**src/rtl/dcim_mac_engine.sv**
```systemverilog
// rtl/dcim_mac_engine.sv - weight-stationary multiply/accumulate engine, valid/ready in and out
// Define DCIM_SIGNED_EN for two's-complement operands and a sign-extended result.
module dcim_mac_engine #(
  parameter  int DATA_W = 8,
  parameter  int DEPTH  = 16,
  localparam int ADDR_W = $clog2(DEPTH),
  localparam int ACC_W  = 2*DATA_W + ADDR_W
) (
  input  logic              clk,
  input  logic              rst,
  input  logic              start,
  input  logic              mode,
  input  logic              in_valid,
  output logic              in_ready,
  input  logic [DATA_W-1:0] in_data,
  output logic              out_valid,
  input  logic              out_ready,
  output logic [ACC_W-1:0]  out_data,
  output logic              load_done,
  output logic              busy
);

  typedef enum logic [1:0] {S_IDLE, S_LOAD, S_RUN} state_t;

  localparam logic [ADDR_W-1:0] ADDR_LAST = ADDR_W'(DEPTH - 1);

  state_t              state_q;
  logic                mode_q;
  logic [ADDR_W-1:0]   addr_q;
  logic [DATA_W-1:0]   weight_mem [DEPTH];
  logic                s1_valid_q;
  logic                s1_first_q;
  logic                s1_last_q;
  logic [DATA_W-1:0]   s1_act_q;
  logic [DATA_W-1:0]   s1_wt_q;
  logic [ACC_W-1:0]    acc_q;
  logic [ACC_W-1:0]    acc_d;
  logic                out_valid_q;
  logic [ACC_W-1:0]    out_data_q;
  logic [2*DATA_W-1:0] prod;
  logic [ACC_W-1:0]    prod_ext;
  logic                stall;

`ifdef DCIM_SIGNED_EN
  assign prod     = $signed({{DATA_W{s1_act_q[DATA_W-1]}}, s1_act_q})
                  * $signed({{DATA_W{s1_wt_q[DATA_W-1]}}, s1_wt_q});
  assign prod_ext = {{ADDR_W{prod[2*DATA_W-1]}}, prod};
`else
  assign prod     = {{DATA_W{1'b0}}, s1_act_q} * {{DATA_W{1'b0}}, s1_wt_q};
  assign prod_ext = {{ADDR_W{1'b0}}, prod};
`endif

  // A held result blocks the whole pipe, so nothing upstream may be accepted.
  assign stall     = out_valid_q & ~out_ready;
  assign in_ready  = (state_q == S_LOAD) | ((state_q == S_RUN) & ~stall);
  assign acc_d     = s1_first_q ? prod_ext : acc_q + prod_ext;
  assign out_valid = out_valid_q;
  assign out_data  = out_data_q;
  assign load_done = (state_q == S_RUN);
  assign busy      = (state_q != S_IDLE);

  always_ff @(posedge clk) begin
    if (state_q == S_LOAD && in_valid) begin
      weight_mem[addr_q] <= in_data;
    end
  end

  always_ff @(posedge clk or posedge rst) begin
    if (rst) begin
      state_q     <= S_IDLE;
      mode_q      <= 1'b0;
      addr_q      <= '0;
      s1_valid_q  <= 1'b0;
      s1_first_q  <= 1'b0;
      s1_last_q   <= 1'b0;
      s1_act_q    <= '0;
      s1_wt_q     <= '0;
      acc_q       <= '0;
      out_valid_q <= 1'b0;
      out_data_q  <= '0;
    end else begin
      case (state_q)
        S_IDLE: begin
          if (start) begin
            state_q <= S_LOAD;
            mode_q  <= mode;
            addr_q  <= '0;
          end
        end
        S_LOAD: begin
          if (in_valid) begin
            addr_q <= addr_q + 1'b1;
            if (addr_q == ADDR_LAST) state_q <= S_RUN;
          end
        end
        S_RUN: begin
          if (start) begin
            // Stop discards anything in flight, including a partial dot product.
            state_q     <= S_IDLE;
            addr_q      <= '0;
            s1_valid_q  <= 1'b0;
            acc_q       <= '0;
            out_valid_q <= 1'b0;
          end else if (!stall) begin
            s1_valid_q <= in_valid;
            if (in_valid) begin
              s1_act_q   <= in_data;
              s1_wt_q    <= weight_mem[addr_q];
              s1_first_q <= (addr_q == '0);
              s1_last_q  <= (addr_q == ADDR_LAST);
              addr_q     <= addr_q + 1'b1;
            end
            if (s1_valid_q) begin
              if (mode_q) begin
                acc_q       <= acc_d;
                out_valid_q <= s1_last_q;
                if (s1_last_q) out_data_q <= acc_d;
              end else begin
                out_valid_q <= 1'b1;
                out_data_q  <= prod_ext;
              end
            end else begin
              out_valid_q <= 1'b0;
            end
          end
        end
        default: state_q <= S_IDLE;
      endcase
    end
  end

endmodule

```
**config.mk**
```make
export PLATFORM = sky130hd
export DESIGN_NAME = dcim_mac_engine
export DESIGN_NICKNAME = d
export VERILOG_FILES = /design/src/rtl/dcim_mac_engine.sv
export SDC_FILE = /design/constraint.sdc
export NUM_CORES = 1
export LEC_CHECK = 0
export ABC_AREA = 1
export CORE_ASPECT_RATIO = 0.75
export CORE_MARGIN = 2
export CORE_UTILIZATION = 60
export CTS_CLUSTER_SIZE = 20
export DETAILED_ROUTE_END_ITERATION = 16
export PLACE_DENSITY = 0.78
export RECOVER_POWER = 25
export SYNTH_ARGS = -nofsm -noshare
export SYNTH_HDL_FRONTEND = slang
export SYNTH_SLANG_ARGS = --single-unit
```
**constraint.sdc**
```tcl
create_clock -name clk -period 12.55 [get_ports clk]
set_input_delay 2.51 -clock clk [delete_from_list [all_inputs] [get_ports clk]]
set_output_delay 2.51 -clock clk [all_outputs]
set_load 0.02 [all_outputs]
```
==> flow_summary_export.csv <==
group,metric,value,unit
clock_network,cts_sinks,195,
drt,post_drt_wl_per_cell,17.5,um
min_path,min_path_cells,2,
logic_synthesis,yosysSeqAreaShare,46.7,%
place,finalWeightedCongestion,0.967,
logic_synthesis,syn_nets,1506,
timing,fin_crit,6.58,ns
die,core-area,19300,sq um
clock_network,clk_latency,0.45,ns
worst_setup_path,startpoint_type,"input port",
min_path,hp-start,"out_data[13]",
logic_synthesis,synthXorXnorAreaFrac,0.519,%
clock_network,post_cts_buffers,0,
clock_network,ctsRootBufferMaster,"clkbuf_16",
logic_synthesis,synth_compound_area_share,8.28,%
timing,fin_setup_tns,0,ns
final_layout,final_core_util,66.6,%
logic_synthesis,synth_top_family_by_area,"simple AND/OR/NAND/NOR gates",
place,portBuffers,37,
clock_network,cts_buffer_depth,2,
final_layout,antenna_cells,0,
drt,drt-initial-drc-count,1134,
clock_network,post_cts_resize_count,0,
logic_synthesis,synth.cell_area,11800,sq um
logic_synthesis,syn_avg_cell_area,8.49,sq um
drt,vias_per_cell,5.69,
worst_setup_path,r2r_slack,6.76,ns
drt,routed_wl,29200,um
clock_network,clkTransAtPathRegs,0.09,ns
final_layout,layout-drive-gt1-share,4.10,%
worst_setup_path,worstSetupPathType,"input port to output port",
timing,maxSlewViolCount,0,
worst_setup_path,endpoint_kind,"output port",
die,initial_core_util,61.1,%
timing,worstMarginPinSlew,1.11,ns
clock_network,cts_tree,"yes",
logic_synthesis,synth_mux_area_share,0,%
min_path,whs_endpoint,"out_data[13]",
logic_synthesis,postSynthCellCount,1392,
clock_network,hold_buffers,0,
die,die_h,126,um
timing,max_freq,152,MHz
timing,hold_viol_final,0,
logic_synthesis,yosys-top-cells-area,"edfxtp_1, dfrtp_1, nand2_1, inv_1, ha_1",
global_route,track_usage,29.1,%
logic_synthesis,ys_ff_latch,195,
global_route,grt_pass1_wl,47200,um
logic_synthesis,synth.distinct_cells,41,
worst_setup_path,reg2reg_depth,26,
die,dieArea,20800,sq um
run,cap_violations,0,
worst_setup_path,path_max_fanout,3,
timing,grt_setup_unrepaired,"no",
logic_synthesis,synth-simple-area-share,21.8,%
drt,drtAntennaViolNets,0,
worst_setup_path,r2r_start,"s1_wt_q[2]",
drt,dr.pass1.iters,7,
timing,fin_crit_sh,52.4,%
place,dp_hpwl,20400,um
final_layout,nNetsFinal,1515,
worst_setup_path,cp.required,10.04,ns
logic_synthesis,synth_adder_area_share,12.9,%
logic_synthesis,yosysMostFrequentCell,"nand2_1",
logic_synthesis,ys.flop_type,"edfxtp_1",
die,fp-row-count,44,
timing,slew_headroom,25.9,%
timing,fin_worst_skew,0.0170,ns
global_route,grt_max_degree,68,
worst_setup_path,worst_ep_arrival_time,4.07,ns
logic_synthesis,synth-edff-count,128,
die,ios,38,
clock_network,h-tree-depth,4,
final_layout,synthToLayoutAreaGrowth,8.96,%
status,outcome,"completed",
logic_synthesis,async_flop_share,34.4,%
global_route,grt_pass1_vias,9051,
die,die_w,166,um
logic_synthesis,yosys.area.top_type_share,32.5,%
drt,drc_errors,0,
timing,finalSetupViolations,0,
logic_synthesis,netlist_top_cells_count,"nand2_1, inv_1, nor2_1",
drt,dr_total_vias,9482,
global_route,antenna_found_initial,0,
logic_synthesis,synth_top_area_cell,"edfxtp_1",
worst_setup_path,reg2reg_to,"acc_q[11]",
logic_synthesis,ys_warn_count,0,
global_route,overflow,0,
clock_network,cts_buffers,17,
min_path,hold_path.class,"flop to flop",
how the worst max path moves through the flow:
| stage | start | slack, ns | end |
|---|---|---|---|
| 6_report | out_ready | 5.97 | in_ready |
| 5_1_grt | out_ready | 5.87 | in_ready |
| 4_1_cts | out_ready | 5.96 | in_ready |
| 3_5_place_dp | out_ready | 5.97 | in_ready |
| 3_3_place_gp | out_ready | 6.01 | in_ready |
| 2_1_floorplan | out_ready | 7.00 | in_ready |
kinds of logic (layout without fill, tap and decap cells):
kind of cell / after synthesis / in the layout
adders and majority gates: 100 / 100
and+or+nand+nor: 633 / 633
xor gates and xnor gates: 7 / 7
DFF: 195 / 195
AOI/OAI and AO/OA: 175 / 175
buffers and inverters: 282 / 304
critical path: stages:
cell             delay [ns]
clkdlybuf4s50_1        0.45
inv_1                  0.04
nand2_1                0.10
inv_1                  0.10
nor2_2                 0.14
inv_1                  0.08
nand2_1                0.06
clkdlybuf4s50_1        0.59
placed cells by master, fill, tap and decap left out, types with 2 or more instances in the layout:
cell             count
inv_1              223
o21a_1               2
nor2_2               3
nor2_1             130
xor2_1               4
clkdlybuf4s50_1     29
buf_4                4
inv_2                6
clkbuf_16           17
ha_1                63
nand3b_1             2
nand2_1            398
inv_8                3
a21oi_1             36
dfrtp_1             66
edfxtp_1           128
clkinv_4             2
inv_6                3
inv_12               4
o21ai_1              2
fa_1                37
o22ai_1             35
nand3_2              3
nand3_1             65
clkinv_8             3
a21o_1               2
o21ai_0             86
nor3_1               9
dlygate4sd3_1        8
nand4_1             16
xnor2_1              3
a41oi_1              7
or2_2                2
metrics by stage:
step / worst slack (ns) / instances / instance area, sq um / hold slack (ns)
after floorplan: 7.00 / 1392 / 11800 / 0.455
after global routing: 5.87 / 1667 / 12900 / 0.519
after detailed placement: 5.97 / 1635 / 12300 / 0.471
after CTS: 5.96 / 1667 / 12900 / 0.491
after global placement: 6.01 / 1635 / 12300 / 0.466
final: 5.97 / 1667 / 12900 / 0.490
metal layers:
metal | part of all wire (%) | track usage [%]
met4 | 1.9 | 8.13
met2 | 42 | 42.3
met5 | 0 | 0
met1 | 45 | 43.6
met3 | 11 | 7.50
layout make-up:
class                           instances  area, sq um
Sequential cell                       195         5520
Tap cell                              253          317
Clock buffer                           17          425
Fill cell                            1537         6450
Inverter                              231          870
Clock inverter                         15          191
Timing Repair Buffer                   41          400
Multi-Input combinational cell        915         5150
flip-flops by register name (all words and copies together), names as in the netlist, 2 cells and up:
name,flops
acc_q,20
addr_q,4
out_data,20
s1_act_q,8
s1_wt_q,8
state_q,2
weight_mem,128
Power is not shown: default switching activity piles up to over one toggle a cycle in this logic, so the estimate is an artifact.
